### config.mk
export PLATFORM = sky130hd
export DESIGN_NAME = fir_filter_param_flat
export DESIGN_NICKNAME = d
export VERILOG_FILES = /design/src/rtl/fir_pkg.sv /design/src/rtl/fir_filter_param_if.sv /design/src/rtl/fir_round_sat.sv /design/src/rtl/fir_filter_param.sv /design/src/flat_wrapper.sv
export SDC_FILE = /design/constraint.sdc
export NUM_CORES = 1
export LEC_CHECK = 0
export CORE_MARGIN = 2
export CORE_UTILIZATION = 55
export CTS_CLUSTER_DIAMETER = 50
export CTS_CLUSTER_SIZE = 24
export DETAILED_ROUTE_END_ITERATION = 8
export DONT_BUFFER_PORTS = 1
export PLACE_DENSITY = 0.66
export REMOVE_ABC_BUFFERS = 1
export SYNTH_ARGS = -nofsm -noshare
export SYNTH_HDL_FRONTEND = slang
export SYNTH_SLANG_ARGS = --single-unit
### constraint.sdc
create_clock -name clk -period 6.5 [get_ports clk]
set_clock_uncertainty 0.1 [all_clocks]
set_input_delay 1.3 -clock clk [delete_from_list [all_inputs] [get_ports clk]]
set_output_delay 1.3 -clock clk [all_outputs]
set_load 0.01 [all_outputs]
### src/rtl/fir_pkg.sv
// Shared parameters, derived widths and helpers for the parametrised FIR.
// Imported by the interface, the round/saturate stage and the top level.
package fir_pkg;

  localparam int DEF_DATA_W = 8;
  localparam int DEF_COEF_W = 8;
  localparam int DEF_FRAC   = 6;
  localparam int DEF_TAPS   = 4;

  function automatic int clog2(input int n);
    int r;
    int v;
    r = 0;
    v = 1;
    while (v < n) begin
      v = v << 1;
      r++;
    end
    return (r < 1) ? 1 : r;
  endfunction

  function automatic int prod_w(input int dw, input int cw);
    return dw + cw;
  endfunction

  function automatic int acc_w(input int dw, input int cw,
                               input int taps);
    return dw + cw + clog2(taps);
  endfunction

  function automatic longint sat_max(input int dw);
    return (64'sd1 <<< (dw - 1)) - 64'sd1;
  endfunction

  function automatic longint sat_min(input int dw);
    return -(64'sd1 <<< (dw - 1));
  endfunction

  localparam int PROD_W = prod_w(DEF_DATA_W, DEF_COEF_W);
  localparam int ACC_W  = acc_w(DEF_DATA_W, DEF_COEF_W, DEF_TAPS);

  localparam longint SAT_MAX = sat_max(DEF_DATA_W);
  localparam longint SAT_MIN = sat_min(DEF_DATA_W);

endpackage

### src/rtl/fir_filter_param_if.sv
// Sample/coefficient bus of the FIR: master drives x, mode, clr and
// coefficient writes; slave returns ce_out, y and sat.
interface fir_filter_param_if
  import fir_pkg::*;
#(
  parameter int DATA_W = DEF_DATA_W,
  parameter int COEF_W = DEF_COEF_W,
  parameter int TAPS   = DEF_TAPS
);
  localparam int AW = clog2(TAPS);

  logic                     clk_enable;
  logic signed [DATA_W-1:0] x;
  logic                     mode;
  logic                     clr;
  logic                     coef_we;
  logic [AW-1:0]            coef_addr;
  logic signed [COEF_W-1:0] coef_data;
  logic                     ce_out;
  logic signed [DATA_W-1:0] y;
  logic                     sat;

  modport master (
    output clk_enable, x, mode, clr,
    output coef_we, coef_addr, coef_data,
    input  ce_out, y, sat
  );

  modport slave (
    input  clk_enable, x, mode, clr,
    input  coef_we, coef_addr, coef_data,
    output ce_out, y, sat
  );
endinterface

### src/rtl/fir_round_sat.sv
// Combinational round-half-up and clamp of the accumulator to DATA_W.
// Ports: acc in (ACC_W, signed), result out (DATA_W), sat out.
module fir_round_sat
  import fir_pkg::*;
#(
  parameter int ACC_W  = fir_pkg::ACC_W,
  parameter int FRAC   = DEF_FRAC,
  parameter int DATA_W = DEF_DATA_W
) (
  input  logic signed [ACC_W-1:0]  acc,
  output logic signed [DATA_W-1:0] result,
  output logic                     sat
);
  // one guard bit so the rounding bias cannot wrap
  localparam int RW = ACC_W + 1;

  localparam logic signed [RW-1:0] HALF =
    RW'(2 ** (FRAC - 1));
  localparam logic signed [RW-1:0] MAXV =
    RW'(sat_max(DATA_W));
  localparam logic signed [RW-1:0] MINV =
    RW'(sat_min(DATA_W));

  logic signed [RW-1:0] biased;
  logic signed [RW-1:0] shifted;

  always_comb begin
    biased  = RW'(acc) + HALF;
    shifted = biased >>> FRAC;
    result  = shifted[DATA_W-1:0];
    sat     = 1'b0;
    if (shifted > MAXV) begin
      result = MAXV[DATA_W-1:0];
      sat    = 1'b1;
    end else if (shifted < MINV) begin
      result = MINV[DATA_W-1:0];
      sat    = 1'b1;
    end
  end
endmodule

### src/rtl/fir_filter_param.sv
// Signed direct-form FIR: delay line, writable coefs, product stage,
// round/saturate output, bypass and clear. Ports: clk, rst (sync, low), bus.
module fir_filter_param
  import fir_pkg::*;
#(
  parameter int DATA_W = DEF_DATA_W,
  parameter int COEF_W = DEF_COEF_W,
  parameter int FRAC   = DEF_FRAC,
  parameter int TAPS   = DEF_TAPS
) (
  input logic              clk,
  input logic              rst,
  fir_filter_param_if.slave bus
);
  localparam int AW   = clog2(TAPS);
  localparam int PW   = prod_w(DATA_W, COEF_W);
  localparam int ACCW = acc_w(DATA_W, COEF_W, TAPS);

  logic signed [DATA_W-1:0] tap  [TAPS];
  logic signed [COEF_W-1:0] coef [TAPS];
  logic signed [PW-1:0]     prod [TAPS];

  logic                     v0, v1;
  logic                     m0, m1;
  logic signed [DATA_W-1:0] byp;

  logic signed [ACCW-1:0]   acc;
  logic signed [DATA_W-1:0] rs_y;
  logic                     rs_sat;

  always_comb begin
    acc = '0;
    for (int k = 0; k < TAPS; k++)
      acc = acc + ACCW'(prod[k]);
  end

  fir_round_sat #(
    .ACC_W  (ACCW),
    .FRAC   (FRAC),
    .DATA_W (DATA_W)
  ) u_rs (
    .acc    (acc),
    .result (rs_y),
    .sat    (rs_sat)
  );

  // out-of-range addresses match no k and are dropped
  always_ff @(posedge clk) begin
    for (int k = 0; k < TAPS; k++) begin
      if (!rst)
        coef[k] <= '0;
      else if (bus.coef_we && bus.coef_addr == AW'(k))
        coef[k] <= bus.coef_data;
    end
  end

  always_ff @(posedge clk) begin
    if (!rst || bus.clr) begin
      for (int k = 0; k < TAPS; k++)
        tap[k] <= '0;
      v0 <= 1'b0;
      v1 <= 1'b0;
    end else begin
      v0 <= bus.clk_enable;
      v1 <= v0;
      if (bus.clk_enable) begin
        tap[0] <= bus.x;
        for (int k = 1; k < TAPS; k++)
          tap[k] <= tap[k-1];
      end
    end
  end

  always_ff @(posedge clk) begin
    if (!rst) begin
      for (int k = 0; k < TAPS; k++)
        prod[k] <= '0;
      m0  <= 1'b0;
      m1  <= 1'b0;
      byp <= '0;
    end else begin
      if (bus.clk_enable && !bus.clr)
        m0 <= bus.mode;
      for (int k = 0; k < TAPS; k++)
        prod[k] <= PW'(tap[k]) * PW'(coef[k]);
      m1  <= m0;
      byp <= tap[0];
    end
  end

  always_ff @(posedge clk) begin
    if (!rst) begin
      bus.ce_out <= 1'b0;
      bus.y      <= '0;
      bus.sat    <= 1'b0;
    end else begin
      bus.ce_out <= v1;
      if (v1) begin
        bus.y   <= m1 ? byp : rs_y;
        bus.sat <= m1 ? 1'b0 : rs_sat;
      end
    end
  end
endmodule

### src/flat_wrapper.sv
// flat-port wrapper written by rule: the top's interface ports become plain ports
module fir_filter_param_flat import fir_pkg::*;
#(
  parameter int DATA_W = DEF_DATA_W,
  parameter int COEF_W = DEF_COEF_W,
  parameter int FRAC   = DEF_FRAC,
  parameter int TAPS   = DEF_TAPS
)
  (clk, rst, bus_clk_enable, bus_x, bus_mode, bus_clr, bus_coef_we, bus_coef_addr, bus_coef_data, bus_ce_out, bus_y, bus_sat);
  fir_filter_param_if #(.DATA_W(DATA_W), .COEF_W(COEF_W), .TAPS(TAPS)) bus_i ();
  input logic clk;
  input logic rst;
  input wire logic [$bits(bus_i.clk_enable)-1:0] bus_clk_enable;
  input wire logic [$bits(bus_i.x)-1:0] bus_x;
  input wire logic [$bits(bus_i.mode)-1:0] bus_mode;
  input wire logic [$bits(bus_i.clr)-1:0] bus_clr;
  input wire logic [$bits(bus_i.coef_we)-1:0] bus_coef_we;
  input wire logic [$bits(bus_i.coef_addr)-1:0] bus_coef_addr;
  input wire logic [$bits(bus_i.coef_data)-1:0] bus_coef_data;
  output wire logic [$bits(bus_i.ce_out)-1:0] bus_ce_out;
  output wire logic [$bits(bus_i.y)-1:0] bus_y;
  output wire logic [$bits(bus_i.sat)-1:0] bus_sat;
  assign bus_i.clk_enable = bus_clk_enable;
  assign bus_i.x = bus_x;
  assign bus_i.mode = bus_mode;
  assign bus_i.clr = bus_clr;
  assign bus_i.coef_we = bus_coef_we;
  assign bus_i.coef_addr = bus_coef_addr;
  assign bus_i.coef_data = bus_coef_data;
  assign bus_ce_out = bus_i.ce_out;
  assign bus_y = bus_i.y;
  assign bus_sat = bus_i.sat;
  fir_filter_param #(.DATA_W(DATA_W), .COEF_W(COEF_W), .FRAC(FRAC), .TAPS(TAPS)) u_core (.clk(clk), .rst(rst), .bus(bus_i));
endmodule
==> metrics.md, run 1 <==
| Metric | Value |
|---|---|
| Status | finished clean |
| Total global-route track usage | 0.240 |
| Power Density | 326 nW/um^2 |
| Top Usage Layer GRT | met2 |
| Area delta synth->final | 6.63% |
| Setup TNS | 0 ns |
| Slew margin rel. | 0.238 |
| Bufs on Longest Clock Path | 2 |
| Hold EP | u_core.v1 |
| WL/cell | 17.1 um |
| Met2 Use GR | 0.397 |
| # setup viols final | 0 |
| Vias in the first global route | 10700 |
| CP required | 6.72 ns |
| Die area | 30600 um^2 |
| Crit-path slowest cell | edfxtp_1 |
| Via count | 10400 |
| Final WL | 34200 um |
| R2r endpoint | u_core.prod[0][15] |
| Peak Freq | 0.200 GHz |
| Reg2reg setup slack | 1.51 ns |
| Port bufs | 0 |
| Rows | 62 |
| Pin count of the biggest net entering global routing | 47 |
| Min cycle time layout | 4.99 ns |
| Setup crit start | u_core.tap[0][3] |
| VDD IR max | 0.438 mV |
| Number of synthesized flops with an enable pin | 64 |
| IO Pins | 34 |
| H-tree Lvls | 4 |
| Worst R2R Path Depth | 16 |
| Final HPWL DP | 27800 um |
| Post-CTS sizing | 0 |
| Utilization after layout | 0.596 |
| Skew-Pair Late Insertion Delay | 0.45 ns |
| Setup crit end kind | register |
| # clock sinks | 150 |
| Count of final max-slew check failures | 0 |
| Synth cell types | 52 |
| Hold WC Path Type | reg2reg |
| RSZ-0062 raised after global routing | false |
| Die width | 175 um |
| Worst slew pin tran | 1.13 ns |
| Critical path's largest stage delay | 0.55 ns |
| Worst r2r src | u_core.tap[0][3] |
| Synthesized area per cell | 10.0 um^2 |
| Leading post-synthesis cells by cell area | fa_1 31%, edfxtp_1 12%, ha_1 11% |
| Post-Syn Area | 16000 um^2 |
| Area share of the largest cell type after synthesis | 0.314 |
| Critical path startpoint category | register |
| CP most frequent cell | fa_1 |
| # DRC | 0 |
| Met1 Use GR | 0.337 |
| Final non-filler cell total | 2000 |
| Layout Nets | 2026 |
| Fin area | 17100 um^2 |
| Most common cell after layout, fill and taps aside | inv_1 |
| Root Driver | clkbuf_16 |
| Met3 GRT Util | 0.0357 |
| Antenna Cells | 0 |
| CORE AREA | 28700 um^2 |
| Ys flop type | dfxtp_1 |
| DIE HEIGHT | 175 um |
| Total power | 5.57 mW |
| Leak | 8.19 nW |
| Crit Path Max Fanout | 10 |
| Hold-critical path depth | 1 |
| Clock tree from TritonCTS | yes |
| Initial drt markers | 651 |
| Clock Pin Slew Worst Setup and Hold Paths | 0.09 ns |
| Post-Syn Instances | 1600 |
| MaxCap Viol Count | 0 |
| Initial Util | 0.559 |
| Worst path cell trace | and2_1 > fa_1 > inv_1 > fa_1 > fa_1 > fa_1 > inv_1 > ha_1 > a21oi_1 > o21ai_0 > a21oi_1 > o21ai_1 > a211o_1 > a2111oi_2 > o21ai_0 > nor3b_1 |
| Initial antenna violation count | 2 |
| First-pass GRT wire length | 56600 um |
| Gr ovfl total | 0 |
| DR vias/cell | 5.20 |
| Commonest non-fill, non-tap cells in the layout | 365 x inv_1, 252 x fa_1, 208 x and2_1, 147 x ha_1, 93 x nand2_1 |
| # Post-CTS Setup Buffers | 0 |
| Cell Area, Placed | 16500 um^2 |
| Critical path class | reg2reg |
| # hold bufs at CTS | 0 |
| Remaining antenna violation count | 0 |
| Post-synthesis async set-or-reset flop share | 0 |
| GPL Wtd Cong | 0.866 |
| Share of cells above drive strength 1 | 0.0347 |
| Min-delay src | u_core.v0 |
| Tcrit/Tclk final | 0.768 |
| Critical path data arrival time | 5.21 ns |
| CTS Buf Count | 17 |
| Synthesis-stage register bit count | 150 |
| Fin. Hold Viols | 0 |
| Drt pass-1 iters | 6 |
| Cell accounting for the most synthesized area | fa_1 |
| YS warnings | 0 |
| Seq/Total Area, Yosys | 0.227 |
| Placed cell count | 1968 |
==> flip-flops by register name, indices dropped and copies added (netlist names) <==
signal / count
u_core.bus.ce_out: 1
u_core.bus.sat: 1
u_core.bus.y: 8
u_core.byp: 8
u_core.coef: 32
u_core.m0: 1
u_core.m1: 1
u_core.prod: 64
u_core.tap: 32
u_core.v0: 1
u_core.v1: 1
==> cell type report <==
class                           count  area, um^2
Clock buffer                       18         450
Clock inverter                     14         166
Fill cell                        2487       11600
Inverter                          365        1370
Multi-Input combinational cell   1064       11000
Sequential cell                   150        3640
Tap cell                          384         480
Timing Repair Buffer                5        37.5
==> logic make-up (layout without fill, tap and decap cells) <==
group	after synthesis	in the layout	synth area share
xor gates and xnor gates	60	60	0.0328
buffers and inverters	386	402	0.0903
muxes	2	2	0.00125
and+or+nand+nor	465	465	0.160
AOI/OAI and AO/OA	138	138	0.0592
DFF	150	150	0.227
adders and majority gates	399	399	0.429
==> where the power goes <==
part	internal, mW	switching, mW	total [mW]
combinational	1.38	1.90	3.28
clock	0.546	0.487	1.03
sequential	1.12	0.129	1.25
total	3.05	2.52	5.57
==> worst max-delay path by stage <==
stage	endpoint	slack, ns	cells after the start
after global routing	u_core.prod[0][47]	1.11	18
after floorplan	u_core.prod[0][31]	1.85	18
after CTS	u_core.prod[0][15]	1.52	16
after detailed placement	u_core.prod[0][15]	1.56	16
final	u_core.prod[0][15]	1.51	16
after global placement	u_core.prod[0][15]	1.64	16
==> layer usage <==
metal | up-vias | wire, um
li1 | 4941 | -
met3 | 32 | 1560
met5 | - | 0
met4 | 0 | 515
met1 | 5205 | 15500
met2 | 216 | 16700
==> synthesized netlist by cell type, types with 2 or more instances <==
library cell  count
inv_1           365
a211o_1           7
a22o_1            4
xor2_1           16
a21oi_1          33
nand2b_1         29
o22ai_1           3
and3_1           40
dfxtp_1          86
a2111oi_1         2
o21ai_0          34
o21a_1            7
o21ai_2           2
and2_1          208
o31ai_1           2
a21boi_0          5
nor2_1           40
ha_1            147
o21ai_1           6
or3_1             3
fa_1            252
edfxtp_1         64
xnor2_1          44
nand4_1           2
or4_1             2
mux2i_1           2
nor3b_1          10
nor3_1           21
a21oi_2           6
a21o_1           11
nand2_1          93
nor2b_1          10
o211ai_1          5
clkbuf_1         21
==> per-stage QoR <==
stage | setup slack [ns] | hold slack, ns
floorplan | 1.85 | 0.306
global placement | 1.64 | 0.322
detailed placement | 1.56 | 0.326
CTS | 1.52 | 0.343
global route | 1.11 | 0.360
finish | 1.51 | 0.342
==> critical path, delay by kind of cell, from the launching register on <==
kind	cells	cell delay, ns
simple gates	2	0.40
compound gates	7	1.55
fa+ha+maj	5	2.13
buf+inv	2	0.12
flops	1	0.55
Power figures use the tool's default switching activity.
==> run 2, diff against run 1 <==
==> constraint.sdc (replaced) <==
create_clock -name clk -period 4.6 [get_ports clk]
set_clock_uncertainty 0.1 [all_clocks]
set_input_delay 0.92 -clock clk [delete_from_list [all_inputs] [get_ports clk]]
set_output_delay 0.92 -clock clk [all_outputs]
set_load 0.01 [all_outputs]
==> run 2 against run 1 <==
  * The run now ends with negative setup slack left
  * Sequential power increased by 38%
  * Critical path depth grew 2
  * Wire length is 10% higher
  * Setup slack got worse by 1.6 ns
  * Final cell count up 10%
  * Utilization is 8.1 points higher
  * Critical path type unchanged
  * Critical endpoint is now u_core.prod[0][13]
  * Largest cell class unchanged
==> metrics.md, run 2 (synthesis results as in run 1) <==
| Metric | Value |
|---|---|
| Placed cell count | 2101 |
| Fin. Hold Viols | 0 |
| R2r endpoint | u_core.prod[0][13] |
| Worst R2R Path Depth | 18 |
| Biggest register | u_core.prod |
| Worst path depth | 18 |
| Crit Path Max Fanout | 4 |
| Tcrit/Tclk final | 1.02 |
| Clock tree from TritonCTS | yes |
| MaxCap Viol Count | 0 |
| Fin area | 19400 um^2 |
| Critical path data arrival time | 4.88 ns |
| Crit-path leading delay family | adder cells |
| Remaining antenna violation count | 0 |
| Die width | 175 um |
| # clock sinks | 150 |
| First-pass GRT wire length | 60900 um |
| IO Pins | 34 |
| Via count | 11300 |
| Reg2reg setup slack | -0.08 ns |
| Min cycle time layout | 4.68 ns |
| Vias in the first global route | 12100 |
| # setup viols final | 6 |
| # DRC | 0 |
| # hold bufs at CTS | 0 |
| Layout Nets | 2236 |
| Number of flip-flops in the largest register | 64 |
| Crit path to | u_core.prod[0][13] |
| Setup crit end kind | register |
| RSZ-0062 raised after global routing | true |
| Commonest non-fill, non-tap cells in the layout | 335 x inv_1, 243 x fa_1, 183 x and2_1, 183 x buf_4, 128 x ha_1 |
| Most common cell after layout, fill and taps aside | inv_1 |
| Final WL | 37800 um |
| Slew margin rel. | 0.140 |
| DR vias/cell | 5.13 |
| CTS Buf Count | 17 |
| Root Driver | clkbuf_16 |
| WL/cell | 17.1 um |
| Worst path cell trace | buf_6 > buf_4 > buf_4 > nand2b_1 > fa_1 > fa_1 > fa_1 > inv_1 > fa_1 > ha_4 > a21oi_4 > o21ai_2 > a211o_1 > buf_4 > buf_4 > a21oi_1 > xor2_1 > nor2_1 |
| Initial drt markers | 574 |
| Critical path class | reg2reg |
| Rows | 62 |
| Die area | 30600 um^2 |
| VDD IR max | 0.476 mV |
| Count of final max-slew check failures | 0 |
| Fillers | 2218 |
| Violated checks | negative setup slack |
| Status | finished with violations |
| Initial antenna violation count | 1 |
| Peak Freq | 0.214 GHz |
| Setup crit start | u_core.tap[0][1] |
| Critical path's largest stage delay | 0.52 ns |
| Power Density | 438 nW/um^2 |
| H-tree Lvls | 4 |
| Setup ws final | -0.0788 ns |
| Worst Path Buf+Inv | 6 |
| Area delta synth->final | 21.1% |
| Total power | 8.50 mW |
| GPL Wtd Cong | 0.855 |
| Total global-route track usage | 0.257 |
| Worst slew pin tran | 1.28 ns |
| Gr ovfl total | 0 |
| DP Worst Slack | -0.234 ns |
| Antenna Cells | 0 |
| Crit-path slowest cell | fa_1 |
| DIE HEIGHT | 175 um |
| Leak | 9.35 nW |
| Port bufs | 0 |
| CP required | 4.80 ns |
| Drt pass-1 iters | 5 |
| CORE AREA | 28700 um^2 |
| Setup TNS | -0.222 ns |
| Bufs on Longest Clock Path | 2 |
| Final non-filler cell total | 2209 |
| Worst r2r src | u_core.tap[0][1] |
| Hold WC Path Type | reg2reg |
| Share of cells above drive strength 1 | 0.219 |
| Skew-Pair Late Insertion Delay | 0.44 ns |
| Cell Area, Placed | 17500 um^2 |
| Critical path startpoint category | register |
| Initial Util | 0.559 |
| Clock Pin Slew Worst Setup and Hold Paths | 0.07 ns |
| Largest regs | u_core.prod (64), u_core.coef (32), u_core.tap (32) |
| Final HPWL DP | 29200 um |
| Pin count of the biggest net entering global routing | 48 |
run 2: cell count changes in the layout (fill, tap and decap cells not counted), moves of 14 or more:
cell     delta
ha_4       +19
inv_1      -30
inv_2      +29
o21ai_2    +14
and2_4     +25
buf_6      +32
a21oi_1    -17
o21ai_0    -17
and2_1     -25
buf_4     +178
ha_1       -19
run 2: worst min path at each step:
stage	from	end	slack, ns	depth (start not counted)
floorplan	u_core.v0	u_core.v1	0.31	1
global placement	u_core.v0	u_core.v1	0.32	1
detailed placement	u_core.v0	u_core.v1	0.32	1
CTS	u_core.v0	u_core.v1	0.34	1
global route	u_core.v0	u_core.v1	0.36	1
finish	u_core.v0	u_core.v1	0.34	1
run 2: repair_timing:
action                                 CTS  global route
setup endpoints to repair               11            21
gates resized for setup                 59           147
buffers inserted                        53            26
pin swaps                               39            84
endpoints found under the hold margin    0             0
run 2: layout make-up:
type,count,area (um^2),share of cell area
Multi-Input combinational cell,1064,11600,0.598
Sequential cell,150,3640,0.188
Timing Repair Buffer,215,1730,0.0893
Inverter,365,1370,0.0707
Tap cell,384,480,0.0247
Clock buffer,18,450,0.0232
Clock inverter,13,133,0.00683
run 2: worst reg2reg max path, cell delays in order (launching register included):
cell      delay (ns)
edfxtp_1        0.47
buf_6           0.17
buf_4           0.12
buf_4           0.13
nand2b_1        0.14
fa_1            0.50
fa_1            0.44
fa_1            0.49
inv_1           0.05
fa_1            0.52
ha_4            0.22
a21oi_4         0.14
o21ai_2         0.08
a211o_1         0.34
buf_4           0.15
buf_4           0.12
a21oi_1         0.14
xor2_1          0.16
nor2_1          0.05
run 2: metrics by stage:
step	hold slack, ns	utilization
2_1_floorplan	0.306	-
5_1_grt	0.363	0.677
6_report	0.335	0.677
3_5_place_dp	0.325	0.609
3_3_place_gp	0.316	0.609
4_1_cts	0.340	0.651
run 2: layer usage:
layer  global-route usage  vias up  share of wire
li1                     -     5370              -
met1                0.345     5677           0.44
met2                0.430      210           0.50
met3               0.0420       68          0.041
met4               0.0781        0          0.026
met5                    0        -              0
run 2: report_power, final:
group | internal (mW) | switching (mW)
clock network | 0.790 | 0.617
registers | 1.59 | 0.139
logic | 2.40 | 2.97
